--- src/rtl/bin2bcd_seq.sv ---
// Sequential double-dabble converter: WIDTH-bit unsigned binary to packed BCD digits.
// One adjust+shift step per clock; the result is held on BCD between conversions.
module bin2bcd_seq #(
    parameter int WIDTH  = 16,
    parameter int DIGITS = 5
) (
    input  logic                  Clk,
    input  logic                  Reset,
    input  logic                  Start,
    input  logic [WIDTH-1:0]      Bin,
    output logic                  Busy,
    output logic                  Done,
    output logic [4*DIGITS-1:0]   BCD
);

    localparam int SW = WIDTH + 4*DIGITS;
    localparam int CW = $clog2(WIDTH + 1);

    localparam logic [0:0] S_IDLE = 1'b0;
    localparam logic [0:0] S_CONV = 1'b1;

    logic [0:0]          r_state;
    logic [SW-1:0]       r_shift;
    logic [CW-1:0]       r_cnt;
    logic [4*DIGITS-1:0] r_bcd;
    logic                r_done;

    logic [SW-1:0]       w_adj;
    logic [SW-1:0]       w_next;

    // Add-3 correction on each digit nibble only; the binary field below is untouched.
    always_comb begin
        w_adj = r_shift;
        for (int unsigned d = 0; d < DIGITS; d++) begin
            if (r_shift[WIDTH + 4*d +: 4] >= 4'd5)
                w_adj[WIDTH + 4*d +: 4] = r_shift[WIDTH + 4*d +: 4] + 4'd3;
        end
        w_next = {w_adj[SW-2:0], 1'b0};
    end

    always_ff @(posedge Clk) begin
        if (Reset) begin
            r_state <= S_IDLE;
            r_shift <= '0;
            r_cnt   <= '0;
            r_bcd   <= '0;
            r_done  <= 1'b0;
        end else begin
            r_done <= 1'b0;
            case (r_state)
                S_IDLE: begin
                    if (Start) begin
                        r_shift <= {{(4*DIGITS){1'b0}}, Bin};
                        r_cnt   <= CW'(WIDTH);
                        r_state <= S_CONV;
                    end
                end
                S_CONV: begin
                    r_shift <= w_next;
                    r_cnt   <= r_cnt - 1'b1;
                    if (r_cnt == CW'(1)) begin
                        r_bcd   <= w_next[SW-1:WIDTH];
                        r_done  <= 1'b1;
                        r_state <= S_IDLE;
                    end
                end
                default: r_state <= S_IDLE;
            endcase
        end
    end

    assign Busy = (r_state == S_CONV);
    assign Done = r_done;
    assign BCD  = r_bcd;

endmodule

--- config.mk ---
export PLATFORM = sky130hd
export DESIGN_NAME = bin2bcd_seq
export DESIGN_NICKNAME = d
export VERILOG_FILES = /design/src/rtl/bin2bcd_seq.sv
export SDC_FILE = /design/constraint.sdc
export NUM_CORES = 1
export LEC_CHECK = 0
export CORE_MARGIN = 1.5
export CORE_UTILIZATION = 45
export DETAILED_ROUTE_END_ITERATION = 6
export PLACE_DENSITY = 0.73
export SLEW_MARGIN = 20
export SYNTH_ARGS = -nofsm -noshare
export SYNTH_HDL_FRONTEND = slang
export SYNTH_SLANG_ARGS = --single-unit
--- constraint.sdc ---
create_clock -name Clk -period 2.75 [get_ports Clk]
set_input_delay 0.55 -clock Clk [delete_from_list [all_inputs] [get_ports Clk]]
set_output_delay 0.55 -clock Clk [all_outputs]
set_load 0.05 [all_outputs]
==> results.sh, run 1 <==
export IMPL_min_from="BCD[12]"
export IMPL_route_met2_wl_um=2590
export IMPL_start_util_pct=46.7
export IMPL_clkTransAtPathRegs_ns=0.07
export IMPL_drt_first_iter_violations=104
export IMPL_setup_viol=0
export IMPL_grt_pass1_vias=2109
export IMPL_cts_setup_buffers=0
export IMPL_cts_buffers=9
export IMPL_powerDensity_mw_per_mm2=551
export IMPL_ys_flop_type="dfxtp_1"
export IMPL_cp_slowest_cell="nor2b_1"
export IMPL_crit_type="in -> reg"
export IMPL_dieArea_mm2=0.00666
export IMPL_ant_nets=0
export IMPL_syn_cell_area_mm2=0.00278
export IMPL_synth_avg_cell_area_um2=9.11
export IMPL_path_cells="clkdlybuf4s50_1 -> nor2b_1 -> nand2_2 -> inv_2 -> a22o_1"
export IMPL_ys_seq_area_share_pct=45.4
export IMPL_critical_path_arrival_ns=2.48
export IMPL_yosysWarnings=0
export IMPL_top_layer="met4"
export IMPL_n_antenna_cell=0
export IMPL_post_route_period_util_pct=79.8
export IMPL_cts_htree_levels=3
export IMPL_die_h_um=81.6
export IMPL_fmax_mhz=455
export IMPL_antenna_found_initial=0
export IMPL_finalInstanceArea_mm2=0.00342
export IMPL_final_setup_skew_ns=0.00627
export IMPL_rsz0062_at_grt="no"
export IMPL_core_mm2=0.00596
export IMPL_leakagePower_nw=1.31
export IMPL_cts_resized_gates=0
export IMPL_track_usage_pct=18.3
export IMPL_rows=28
export IMPL_grt_overflow_total=0
export IMPL_peakVddDrop_v=0.000287
export IMPL_end_kind="register"
export IMPL_drive_gt1_share_pct=6.63
export IMPL_portBuffers=40
export IMPL_grt_max_degree=58
export IMPL_synth_edf_count=0
export IMPL_critPathLaunch="Reset"
export IMPL_yosys_register_bits=63
export IMPL_r2r_start="Busy"
export IMPL_dp_hpwl_um=3740
export IMPL_fillers=564
export IMPL_synth_fp_nets=336
export IMPL_cts_tree="built"
export IMPL_synth_top_cell_by_area="dfxtp_1"
export IMPL_wl_met1_um=2600
export IMPL_vias_per_cell=5.35
export IMPL_place_area_mm2=0.00324
export IMPL_power_mw=1.89
export IMPL_ys_types=29
export IMPL_async_reset_ff_share_pct=0
export IMPL_wl_met3_um=257
export IMPL_relSlewSlack_pct=35.9
export IMPL_synth_most_common_cell="dfxtp_1"
export IMPL_grt_pass1_wl_um=9130
export IMPL_synth_cells=305
export IMPL_synth_area_leaders="dfxtp_1 45%, mux2i_1 7.9%, a21oi_1 7.0%"
export IMPL_fp_dieW_um=81.6
export IMPL_root_buffer="clkbuf_8"
export IMPL_cts_hold_buf=0
export IMPL_path_max_fanout=12
export IMPL_clk_latency_ns=0.34
export IMPL_tightest_slew_ns=0.956
export IMPL_critPathBufInv=2
export IMPL_min_period_ns=2.20
export IMPL_wirelength_um=5500
export IMPL_drc_errors=0
export IMPL_vias=2258
export IMPL_slew_violations=0
export IMPL_finalHoldViolCount=0
export IMPL_cp_required_ns=3.04
export IMPL_synth_common_cells="63 x dfxtp_1, 39 x a21oi_1, 35 x nor2_1"
export IMPL_area_delta_synth_final_pct=23.1
export IMPL_place_gp_congestion=0.767
export IMPL_netlist_area_leader_share_pct=45.4
export IMPL_startpoint_type="primary input"
export IMPL_min_path_type="reg -> reg"
export IMPL_finalSetupTns_ns=0
export IMPL_firstDrtPassIters=4
export IMPL_maxCapViolations=0
export IMPL_clkSinkCount=63
export IMPL_r2r_slack_ns=0.86
export IMPL_io_pins=41
export IMPL_fin_nets=375
export IMPL_wl_per_cell_um=13.0
export IMPL_slowest_delay_ns=0.69
export IMPL_cp_top_family="simple AND/OR/NAND/NOR gates"
export IMPL_clockBufferDepth=2
export IMPL_status="finished, final reports clean"
## cells in the final DEF (no fill, tap or decap), types with 2 or more instances in the layout
cell type,instances
dfxtp_1,63
a21oi_1,39
clkdlybuf4s50_1,39
nor2_1,35
mux2i_1,22
a22o_1,21
nor3b_1,14
nand2_1,14
inv_1,13
o21ai_0,13
ha_1,12
o21ai_1,10
clkbuf_8,10
nand2b_1,7
xnor2_1,6
nand3_1,5
buf_4,4
nor3_1,3
nor2b_1,3
clkinv_2,2
## final cells by class
cell class / count / area [um^2] / area share (%)
Clock buffer: 10 / 138 / 4.02
Clock inverter: 4 / 47.5 / 1.39
Inverter: 14 / 52.6 / 1.54
Timing Repair Buffer: 44 / 440 / 12.9
Multi-Input combinational cell: 212 / 1390 / 40.6
Tap cell: 75 / 93.8 / 2.74
Sequential cell: 63 / 1260 / 36.9
## cells by family after synthesis
| logic type | synth area share [%] |
|---|---|
| fa+ha+maj | 5.40 |
| buf+inv | 4.64 |
| flops | 45.4 |
| compound gates | 19.0 |
| simple gates | 15.8 |
| mux | 7.92 |
| xor+xnor | 1.89 |
## worst paths after layout
kind | to | cells past startpoint
setup / recovery | BCD[5] | 5
hold / removal | BCD[12] | 2
setup reg to reg | BCD[5] | 4
hold reg to reg | BCD[12] | 2
## flip-flops by register name, summed over array words and instances (netlist names)
register,cells
r_cnt,5
Done,1
r_shift,36
BCD,20
Busy,1
## metrics by stage
step                      instances  worst slack (ns)  hold WS [ns]  utilization, %
after floorplan                 305              1.21         0.449               -
after global placement          408             0.249         0.437            54.3
after detailed placement        408             0.179         0.441            54.3
after CTS                       422             0.550         0.451            57.5
after global routing            422             0.408         0.464            57.5
final                           422             0.554         0.450            57.5
## layer usage
layer  up-vias  GRT usage [%]
met5         -              0
met4         0           5.42
met3         8           8.56
met2        42           31.4
met1      1071           20.3
li1       1137              -
## report_power, final
| part | total (mW) | leakage, nW | internal, mW | switching, mW |
|---|---|---|---|---|
| sequential | 0.953 | 0.511 | 0.936 | 0.0168 |
| clock | 0.767 | 0.0940 | 0.429 | 0.338 |
| combinational | 0.167 | 0.707 | 0.0762 | 0.0910 |
## worst min-delay path: cells and delay by family (launching register included)
| family | cells | cell delay (ns) |
|---|---|---|
| flip-flops | 1 | 0.31 |
| AO/OA/AOI/OAI | 1 | 0.05 |
| AND/OR/NAND/NOR | 1 | 0.05 |
(Power assumes the default switching activity.)
==> inputs of run 2 (changes only) <==
==> constraint.sdc (replaced) <==
create_clock -name Clk -period 2.3 [get_ports Clk]
set_input_delay 0.46 -clock Clk [delete_from_list [all_inputs] [get_ports Clk]]
set_output_delay 0.46 -clock Clk [all_outputs]
set_load 0.05 [all_outputs]
==> run 2 against run 1 <==
  * Sequential power grew 20%
  * Count of clock-buffer cells in the layout shrank 1
  * Final cell count grew 1.7%
  * Critical path type is now reg -> out
  * Worst hold slack lost 0.0056 ns
  * Worst setup slack lost 0.22 ns
  * Highest routed layer unchanged
  * Largest power group unchanged
==> results.sh, run 2 (synthesis gave the netlist of run 1 again) <==
export IMPL_status="finished, final reports clean"
export IMPL_post_route_period_util_pct=85.4
export IMPL_fmax_mhz=509
export IMPL_min_from="BCD[7]"
export IMPL_relSlewSlack_pct=43.4
export IMPL_critical_path_arrival_ns=1.51
export IMPL_dieArea_mm2=0.00666
export IMPL_startpoint_type="register"
export IMPL_layout_commonest_cell="dfxtp_1"
export IMPL_drive_gt1_share_pct=8.47
export IMPL_hold_depth=2
export IMPL_root_buffer="clkbuf_8"
export IMPL_slew_violations=0
export IMPL_holdWs_ns=0.444
export IMPL_cts_hold_buf=0
export IMPL_cts_htree_levels=3
export IMPL_grt_max_degree=28
export IMPL_peakVddDrop_v=0.000396
export IMPL_cp_required_ns=1.84
export IMPL_r2r_end="BCD[2]"
export IMPL_wl_per_cell_um=13.3
export IMPL_clk_latency_ns=0.34
export IMPL_critPathBufInv=1
export IMPL_slowest_delay_ns=0.83
export IMPL_cts_resized_gates=0
export IMPL_drt_first_iter_violations=101
export IMPL_cts_buffers=9
export IMPL_start_util_pct=46.7
export IMPL_maxCapViolations=0
export IMPL_post_route_util_pct=58.7
export IMPL_tightest_slew_ns=0.844
export IMPL_finalHoldViolCount=0
export IMPL_r2r_slack_ns=0.72
export IMPL_clkTransAtPathRegs_ns=0.07
export IMPL_grt_pass1_vias=2096
export IMPL_grt_pass1_wl_um=9520
export IMPL_place_gp_congestion=0.815
export IMPL_instances_no_fill=429
export IMPL_wirelength_um=5720
export IMPL_firstDrtPassIters=4
export IMPL_place_inst=413
export IMPL_finalSetupTns_ns=0
export IMPL_path_max_fanout=2
export IMPL_antenna_found_initial=0
export IMPL_die_h_um=81.6
export IMPL_cts_setup_buffers=0
export IMPL_cts_tree="built"
export IMPL_end_kind="primary output"
export IMPL_ant_nets=0
export IMPL_leakagePower_nw=1.35
export IMPL_dp_hpwl_um=3970
export IMPL_min_to="BCD[7]"
export IMPL_setup_viol=0
export IMPL_area_delta_synth_final_pct=25.8
export IMPL_clkSinkCount=63
export IMPL_core_mm2=0.00596
export IMPL_cp_slowest_cell="clkdlybuf4s50_1"
export IMPL_rows=28
export IMPL_largest_reg_flops=36
export IMPL_crit_type="reg -> out"
export IMPL_drc_errors=0
export IMPL_clockBufferDepth=2
export IMPL_portBuffers=40
export IMPL_grt_overflow_total=0
export IMPL_rsz0062_at_grt="no"
export IMPL_power_mw=2.42
export IMPL_n_antenna_cell=0
export IMPL_powerDensity_mw_per_mm2=691
export IMPL_top_register="r_shift"
export IMPL_vias_per_cell=5.28
export IMPL_final_setup_skew_ns=0.0101
export IMPL_vias=2265
export IMPL_io_pins=41
export IMPL_fin_nets=380
export IMPL_rr_worst_depth=6
export IMPL_mostFrequentLayoutCells="63 x dfxtp_1, 39 x a21oi_1, 39 x clkdlybuf4s50_1, 35 x nor2_1, 22 x mux2i_1"
export IMPL_cp_top_family="buffers and inverters"
export IMPL_path_cells="clkdlybuf4s50_1"
export IMPL_fp_dieW_um=81.6
export IMPL_min_period_ns=1.97
export IMPL_min_path_type="reg -> reg"
export IMPL_r2r_start="r_shift[17]"
export IMPL_track_usage_pct=19.1
-- run 2: worst max path at each step --
stage | from | end | slack (ns) | cells past startpoint
after CTS | BCD[0] | BCD[0] | 0.32 | 1
after global routing | BCD[0] | BCD[0] | 0.27 | 1
after floorplan | Busy | r_shift[10] | 0.76 | 5
final | BCD[0] | BCD[0] | 0.33 | 1
after global placement | Reset | r_shift[29] | 0.29 | 3
after detailed placement | Reset | r_shift[29] | 0.25 | 3
-- run 2: cell type report --
| cell class | instances | area, um^2 |
|---|---|---|
| clock inverters | 7 | 97.6 |
| flip-flops and latches | 63 | 1260 |
| repair buffers | 49 | 478 |
| well taps | 75 | 93.8 |
| fillers | 536 | 2460 |
| multi-input cells | 212 | 1390 |
| inverters | 14 | 52.6 |
| clock buffers | 9 | 124 |
-- run 2: metrics by stage --
| step | worst slack (ns) | instance area [um^2] |
|---|---|---|
| 2_1_floorplan | 0.756 | 2780 |
| 3_3_place_gp | 0.291 | 3270 |
| 3_5_place_dp | 0.250 | 3270 |
| 4_1_cts | 0.317 | 3500 |
| 5_1_grt | 0.267 | 3500 |
| 6_report | 0.335 | 3500 |
-- run 2: layer usage --
metal / up-vias / part of all wire [%] / global-route usage, %
met5: - / 0 / 0
met2: 44 / 48 / 31.5
li1: 1154 / - / -
met4: 0 / 1.6 / 9.15
met1: 1059 / 47 / 22.8
met3: 8 / 3.7 / 5.44
-- run 2: power by group --
part / internal, mW / leakage (nW) / switching [mW]
Sequential: 1.12 / 0.511 / 0.0221
Combinational: 0.0980 / 0.732 / 0.109
Clock: 0.611 / 0.105 / 0.459
Total: 1.83 / 1.35 / 0.590
